==> src/rtl/mlp_batch_sequencer_if.sv <==
// Handshake bundle between the batch sequencer, the switch/key inputs,
// the MLP core and the LCD word. slave = sequencer side, master = env side.
interface mlp_batch_sequencer_if #(
  parameter int IDX_W   = 8,
  parameter int CLASS_W = 4,
  parameter int LCD_W   = 128
);
  logic [IDX_W-1:0]   sample_count;
  logic               go;
  logic [IDX_W-1:0]   img_addr;
  logic               mlp_start;
  logic               mlp_done;
  logic [CLASS_W-1:0] mlp_class;
  logic [LCD_W-1:0]   lcd_output;
  logic [IDX_W-1:0]   processed;
  logic               busy;
  logic               batch_done;
  logic               timeout_err;

  modport slave (
    input  sample_count, go, mlp_done, mlp_class,
    output img_addr, mlp_start, lcd_output,
    output processed, busy, batch_done, timeout_err
  );

  modport master (
    output sample_count, go, mlp_done, mlp_class,
    input  img_addr, mlp_start, lcd_output,
    input  processed, busy, batch_done, timeout_err
  );
endinterface

==> src/rtl/mlp_batch_sequencer.sv <==
// Steps the MLP core over a batch of stored images and packs each 4-bit
// class into the LCD word. Ports: s_axi_aclk, s_axi_aresetn, io_seq (slave).
module mlp_batch_sequencer #(
  parameter int MAX_SAMPLES = 32,
  parameter int CLASS_W     = 4,
  parameter int IDX_W       = 8,
  parameter int ROM_LATENCY = 2,
  parameter int TIMEOUT     = 65535
) (
  input  logic                  s_axi_aclk,
  input  logic                  s_axi_aresetn,
  mlp_batch_sequencer_if.slave  io_seq
);

  localparam int LCD_W = CLASS_W * MAX_SAMPLES;
  localparam int LAT_W = $clog2(ROM_LATENCY + 1);
  localparam int TO_W  = $clog2(TIMEOUT + 1);

  typedef enum logic [2:0] {
    S_IDLE,
    S_LOAD,
    S_START,
    S_WAIT,
    S_STORE,
    S_DONE
  } state_t;

  state_t             r_state;
  state_t             w_next;
  logic               r_go;
  logic [IDX_W-1:0]   r_n;
  logic [IDX_W-1:0]   r_addr;
  logic [IDX_W-1:0]   r_proc;
  logic [LCD_W-1:0]   r_lcd;
  logic               r_terr;
  logic [CLASS_W-1:0] r_class;
  logic [LAT_W-1:0]   r_lat;
  logic [TO_W-1:0]    r_wcnt;

  logic               w_accept;
  logic [IDX_W-1:0]   w_n;
  logic [IDX_W-1:0]   w_proc_inc;
  logic               w_last;
  logic               w_tmo;
  logic               w_lat_end;

  always_comb begin
    w_accept   = 1'b0;
    w_n        = io_seq.sample_count;
    w_proc_inc = r_proc + IDX_W'(1);
    w_last     = (w_proc_inc == r_n);
    w_tmo      = (r_wcnt == TO_W'(TIMEOUT - 1));
    w_lat_end  = (r_lat == LAT_W'(ROM_LATENCY - 1));
    w_next     = r_state;
    if (io_seq.sample_count > IDX_W'(MAX_SAMPLES))
      w_n = IDX_W'(MAX_SAMPLES);
    // go is only honoured between batches
    if (io_seq.go && !r_go &&
        (r_state == S_IDLE || r_state == S_DONE))
      w_accept = 1'b1;
    unique case (r_state)
      S_IDLE, S_DONE: begin
        if (w_accept)
          w_next = (w_n == '0) ? S_DONE : S_LOAD;
      end
      S_LOAD: begin
        if (w_lat_end)
          w_next = S_START;
      end
      S_START: w_next = S_WAIT;
      S_WAIT: begin
        if (io_seq.mlp_done || w_tmo)
          w_next = S_STORE;
      end
      S_STORE: w_next = w_last ? S_DONE : S_LOAD;
      default: w_next = S_IDLE;
    endcase
  end

  always_ff @(posedge s_axi_aclk or negedge s_axi_aresetn) begin
    if (!s_axi_aresetn)
      r_state <= S_IDLE;
    else
      r_state <= w_next;
  end

  always_ff @(posedge s_axi_aclk or negedge s_axi_aresetn) begin
    if (!s_axi_aresetn) begin
      r_go    <= 1'b0;
      r_n     <= '0;
      r_addr  <= '0;
      r_proc  <= '0;
      r_lcd   <= '0;
      r_terr  <= 1'b0;
      r_class <= '0;
      r_lat   <= '0;
      r_wcnt  <= '0;
    end else begin
      r_go <= io_seq.go;
      if (w_accept) begin
        r_n    <= w_n;
        r_addr <= '0;
        r_proc <= '0;
        r_lcd  <= '0;
        r_terr <= 1'b0;
        r_lat  <= '0;
      end
      unique case (r_state)
        S_LOAD: r_lat <= r_lat + LAT_W'(1);
        S_START: r_wcnt <= '0;
        S_WAIT: begin
          r_wcnt <= r_wcnt + TO_W'(1);
          if (io_seq.mlp_done) begin
            r_class <= io_seq.mlp_class;
          end else if (w_tmo) begin
            // a lost sample is reported as class F
            r_class <= '1;
            r_terr  <= 1'b1;
          end
        end
        S_STORE: begin
          for (int i = 0; i < MAX_SAMPLES; i++)
            if (r_addr == IDX_W'(i))
              r_lcd[i*CLASS_W +: CLASS_W] <= r_class;
          r_proc <= w_proc_inc;
          r_lat  <= '0;
          if (!w_last)
            r_addr <= r_addr + IDX_W'(1);
        end
        default: ;
      endcase
    end
  end

  assign io_seq.img_addr    = r_addr;
  assign io_seq.mlp_start   = (r_state == S_START);
  assign io_seq.lcd_output  = r_lcd;
  assign io_seq.processed   = r_proc;
  assign io_seq.busy        = (r_state != S_IDLE) &&
                              (r_state != S_DONE);
  assign io_seq.batch_done  = (r_state == S_DONE);
  assign io_seq.timeout_err = r_terr;

endmodule

==> src/flat_wrapper.sv <==
// flat-port wrapper written by rule: the top's interface ports become plain ports
module mlp_batch_sequencer_flat 
#(
  parameter int MAX_SAMPLES = 32,
  parameter int CLASS_W     = 4,
  parameter int IDX_W       = 8,
  parameter int ROM_LATENCY = 2,
  parameter int TIMEOUT     = 65535
)
  (s_axi_aclk, s_axi_aresetn, io_seq_sample_count, io_seq_go, io_seq_mlp_done, io_seq_mlp_class, io_seq_img_addr, io_seq_mlp_start, io_seq_lcd_output, io_seq_processed, io_seq_busy, io_seq_batch_done, io_seq_timeout_err);
  mlp_batch_sequencer_if #(.IDX_W(IDX_W), .CLASS_W(CLASS_W), .LCD_W(128)) io_seq_i ();
  input  logic s_axi_aclk;
  input  logic s_axi_aresetn;
  input wire logic [$bits(io_seq_i.sample_count)-1:0] io_seq_sample_count;
  input wire logic [$bits(io_seq_i.go)-1:0] io_seq_go;
  input wire logic [$bits(io_seq_i.mlp_done)-1:0] io_seq_mlp_done;
  input wire logic [$bits(io_seq_i.mlp_class)-1:0] io_seq_mlp_class;
  output wire logic [$bits(io_seq_i.img_addr)-1:0] io_seq_img_addr;
  output wire logic [$bits(io_seq_i.mlp_start)-1:0] io_seq_mlp_start;
  output wire logic [$bits(io_seq_i.lcd_output)-1:0] io_seq_lcd_output;
  output wire logic [$bits(io_seq_i.processed)-1:0] io_seq_processed;
  output wire logic [$bits(io_seq_i.busy)-1:0] io_seq_busy;
  output wire logic [$bits(io_seq_i.batch_done)-1:0] io_seq_batch_done;
  output wire logic [$bits(io_seq_i.timeout_err)-1:0] io_seq_timeout_err;
  assign io_seq_i.sample_count = io_seq_sample_count;
  assign io_seq_i.go = io_seq_go;
  assign io_seq_i.mlp_done = io_seq_mlp_done;
  assign io_seq_i.mlp_class = io_seq_mlp_class;
  assign io_seq_img_addr = io_seq_i.img_addr;
  assign io_seq_mlp_start = io_seq_i.mlp_start;
  assign io_seq_lcd_output = io_seq_i.lcd_output;
  assign io_seq_processed = io_seq_i.processed;
  assign io_seq_busy = io_seq_i.busy;
  assign io_seq_batch_done = io_seq_i.batch_done;
  assign io_seq_timeout_err = io_seq_i.timeout_err;
  mlp_batch_sequencer #(.MAX_SAMPLES(MAX_SAMPLES), .CLASS_W(CLASS_W), .IDX_W(IDX_W), .ROM_LATENCY(ROM_LATENCY), .TIMEOUT(TIMEOUT)) u_core (.s_axi_aclk(s_axi_aclk), .s_axi_aresetn(s_axi_aresetn), .io_seq(io_seq_i));
endmodule
==> config.mk <==
export PLATFORM = sky130hd
export DESIGN_NAME = mlp_batch_sequencer_flat
export DESIGN_NICKNAME = d
export VERILOG_FILES = /design/src/rtl/mlp_batch_sequencer_if.sv /design/src/rtl/mlp_batch_sequencer.sv /design/src/flat_wrapper.sv
export SDC_FILE = /design/constraint.sdc
export NUM_CORES = 1
export LEC_CHECK = 0
export BUFFER_PORTS_ARGS = -buffer_cell sky130_fd_sc_hd__buf_2
export CAP_MARGIN = 20
export CORE_MARGIN = 1
export CORE_UTILIZATION = 23
export CTS_CLUSTER_SIZE = 28
export DETAILED_ROUTE_END_ITERATION = 16
export PLACE_DENSITY = 0.44
export SLEW_MARGIN = 20
export SYNTH_ARGS = -nofsm -noshare
export SYNTH_HDL_FRONTEND = slang
export SYNTH_SLANG_ARGS = --single-unit
export TNS_END_PERCENT = 100
==> constraint.sdc <==
create_clock -name s_axi_aclk -period 4 [get_ports s_axi_aclk]
set_clock_uncertainty 0.05 [all_clocks]
set_input_delay 1 -clock s_axi_aclk [delete_from_list [all_inputs] [get_ports s_axi_aclk]]
set_output_delay 1 -clock s_axi_aclk [all_outputs]
set_load 0.1 [all_outputs]
* After elaboration in Yosys (flattened, before gate mapping) *
Cells that the tools add are included.

word-level totals
  input bits = 16
  bits in registers = 179
  output and inout bits = 148
  logic and storage cells = 131

cells by class
  $lt $le $gt $ge = 1
  $add $sub $neg = 4
  muxes and demuxes = 56
  eq/ne operators = 43
  reduce and logical (&&, ||, !) cells = 17

operator list
  cell                                                                     count
  128-bit 2-to-1 mux                                                       2
  4-bit 2-to-1 mux                                                         34
  8-bit by 5-bit == test with 1-bit output, second input constant          16
  8-bit by 4-bit == test with 1-bit output, second input constant          8
  8-bit 2-to-1 mux                                                         6
  8-bit by 3-bit == test with 1-bit output, second input constant          4
  16-bit case mux with 2 select lines                                      1
  16-bit by 1-bit adder with 16-bit output, second input constant          1
  8-bit by 1-bit adder with 8-bit output, second input constant            2
  16-bit == test, second input constant                                    1
  8-bit by 2-bit == test with 1-bit output, second input constant          2
  8-bit zero test                                                          2
  3-bit 2-to-1 mux                                                         5
  3-bit case mux with 5 select lines                                       1
  8-bit by 1-bit == test with 1-bit output, second input constant          1
  8-bit == test                                                            1
  8-bit by 6-bit > comparator with 1-bit output, second input constant     1
  3-bit by 2-bit == test with 1-bit output, second input constant          2
  3-bit == test, second input constant                                     2
  2-bit by 1-bit inequality test with 1-bit output, second input constant  3
  2-bit nonzero test                                                       3
  3-bit nonzero test                                                       2
  1-bit 2-to-1 mux                                                         5
  2-bit case mux with 2 select lines                                       1
  other kinds (12)                                                         15

* Longest topological paths before layout *
  word-level depth = 8
  depth in mapped cells = 8
  gate-level depth less buffers = 8

* Least setup slack after synthesis *
OpenSTA, ideal clock, no wires.

  kind = reg-to-output
  start = reg u_core.r_state[0]
  end = out io_seq_batch_done
  data arrival time = 2982 ps
  stages on the path, launching flop included = 4
  slack = -32 ps
  buffers on the path = 1
  required time = 2950 ps
  cell sequence = dfrtp_1 clkbuf_1 inv_1 nor3b_1

on the way
  cells in the longest elaborated chain, start to end = 1

RTL lines
  element                 line                        text
  start, declared         mlp_batch_sequencer.sv:28   state_t r_state;
  start signal, assigned  mlp_batch_sequencer.sv:84   r_state <= w_next;
  3-bit == test           mlp_batch_sequencer.sv:141  assign io_seq.batch_done = (r_state == S_DONE);
  end, declared           flat_wrapper.sv:23          output wire logic [$bits(io_seq_i.batch_done)-1:0] io_seq_batch_done;

Every way passes these cells.

* Final worst setup path *
  start = reg u_core.r_state[1]
  end = out io_seq_mlp_start

on the way
  cells in the longest elaborated chain, start to end = 1

RTL lines
  element                                   line                        text
  3-bit by 2-bit == test with 1-bit output  mlp_batch_sequencer.sv:136  assign io_seq.mlp_start = (r_state == S_START);
  end, declared                             flat_wrapper.sv:19          output wire logic [$bits(io_seq_i.mlp_start)-1:0] io_seq_mlp_start;

Every way passes these cells.

==> results.toml <==
[placed_design]
io_buffers = 163
gp_congestion = 0.771
dpl.hpwl_um = 16900

[sta]
relSlewSlack = 0.362
tns_ps = 0
setup_viol = 0
fmax_mhz = 314
finalMaxSlewViolations = 0
finalHoldViolations = 0
period_needed_ps = 3190
fin_crit_sh = 0.796
worst_pin_slew_ps = 957
rsz0062_at_grt = "false"
fin_hold_ws_ps = 421

[clock_tree]
clk_pin_slew_worst_paths_ps = 70
clock_path_buffers = 2
clock_sinks = 179
clock-root-buffer = "clkbuf_16"
cts-resized-gates = 0
postCtsSetupBuffers = 0
clock_latency_ps = 440
cts_hold_buf = 0
ctsHtreeMaxLevel = 4
cts_buffers = 17
cts_tree = "yes"

[die]
rows = 67
die_h_um = 187
start_util = 0.235
pin_count = 164
die_x_um = 187
dieArea_mm2 = 0.0351
fp.coreArea_mm2 = 0.0337

[synth]
netlist_area_mm2 = 0.00791
yosys.area.top_type = "dfrtp_1"
ys_async_sr_fraction = 1.00
yosysMostFrequentCell = "nand2_1"
yosysTopAreaCellShare = 0.566
syn_area_per_cell_um2 = 8.84
syn_inst = 895
ys_types = 49
synth_edf_count = 0
seq_area_frac_synth = 0.566
synth_seq_cells = 179
synth_warnings = 0
synth_ff_type = "dfrtp_1"
syn-num-nets = 919
synthTopCellsByCount = "303 x nand2_1, 179 x dfrtp_1, 160 x o21ai_0"
synthTopCellsByArea = "dfrtp_1 57%, nand2_1 14%, o21ai_0 10%, nand3_1 2.5%, nor2_1 2.0%"

[global_route]
grt_pass1_vias = 6416
grt_usage = 0.150
grt_max_degree = 147
grt_first_pass_wirelength_um = 40300
antenna_found_initial = 0
grt_overflow = 0

[route]
drcViolationCount = 0
ant_nets = 0
drt_wl_total_um = 25600
first_pass_iters = 5
first_iter_violations = 311
post_drt_wl_per_cell_um = 17.0
vias = 6641
vias_per_cell = 4.40

[layout]
fillers = 3645
nets = 1073
drive_above_1_share = 0.208
num_antenna_cells = 0
areaGrowthSynthToFinish_pct = 25.0
fin_util = 0.293

[setup_path]
worstSetupEndpointType = "output port"
crit_path_start_kind = "flip-flop"
worst-endpoint-required_ps = 2950
cp_max_fo = 16
arrival_ps = 2140
criticalPathCategory = "reg2out"

[status]
status = "completed"

[hold_path]
hold_path.class = "reg2reg"

[flow_run]
maxCapViolCount = 0
[path summary, 6_finish.rpt]
path | startpoint | to | slack, ps | depth (start not counted)
setup / recovery | u_core.r_state[1] | io_seq_mlp_start | 810 | 5
hold / removal | u_core.io_seq.timeout_err | u_core.io_seq.timeout_err | 420 | 2
setup reg to reg | u_core.r_state[2] | u_core.io_seq.lcd_output[67] | 1140 | 5
hold reg to reg | u_core.io_seq.timeout_err | u_core.io_seq.timeout_err | 420 | 2
max in group asynchronous | s_axi_aresetn | u_core.io_seq.lcd_output[110] | 2410 | 3
min in group asynchronous | s_axi_aresetn | u_core.r_n[4] | 500 | 1
[cell usage in the layout, fill, tap and decap left out, drive strengths merged, types with 3 or more instances in the layout]
cell type	count
nand3	39
nor3b	3
nand2b	5
and2	7
clkbuf	19
bufinv	3
nand4	4
nor3	12
nor2	43
inv	19
xnor2	8
a21oi	6
o22a	6
o21ai	161
buf	175
o31ai	4
xor2	5
ha	8
dfrtp	179
nor4	3
and3	6
a22o	8
clkinv	3
nand2	304
[cell families (layout without fill, tap and decap cells)]
kind of cell,after synthesis,count (layout),synth area share
buffers and inverters,55,220,0.0261
DFF,179,179,0.566
and+or+nand+nor,435,435,0.231
xor gates and xnor gates,13,13,0.0144
adders and majority gates,8,8,0.0127
muxes,4,4,0.00538
AOI/OAI and AO/OA,201,201,0.145
[registers in the layout, summed over array words and instances (netlist names)]
signal and count:
u_core.r_class 4, u_core.io_seq.processed 8, u_core.io_seq.img_addr 8, u_core.r_wcnt 16, u_core.r_lat 2, u_core.io_seq.timeout_err 1, u_core.r_state 3, u_core.r_n 8
u_core.r_go 1, u_core.io_seq.lcd_output 128
[worst max-delay path: stages (launching register included)]
cell and delay [ps]:
dfrtp_1 610, nor2b_1 190, buf_4 150, nand2_1 220, inv_1 100, buf_2 420
[layout make-up]
class | count | area (µm²) | area share
tap | 448 | 561 | 0.0567
clock inverter | 12 | 173 | 0.0175
inverter | 14 | 52.6 | 0.00532
timing repair buffer | 176 | 955 | 0.0966
multi-input combinational | 661 | 3230 | 0.327
clock buffer | 18 | 429 | 0.0434
sequential | 179 | 4480 | 0.454
[per-layer routing]
metal  routed length, µm  vias up  GRT usage
met1               12300     3191      0.206
met5                   0        -          0
met3                1220       13     0.0420
met2               11800      127      0.234
met4                 251        0     0.0338
li1                    -     3310          -
[metrics by stage]
step	instance area [µm²]	worst slack [ps]	instances
final	9880	815	1508
after global routing	9880	646	1508
after CTS	9860	781	1507
after detailed placement	9250	1120	1477
after global placement	9250	1160	1477
after floorplan	7910	945	895
Power is not shown: default switching activity piles up to over one toggle a cycle in this logic, so the estimate is an artifact.
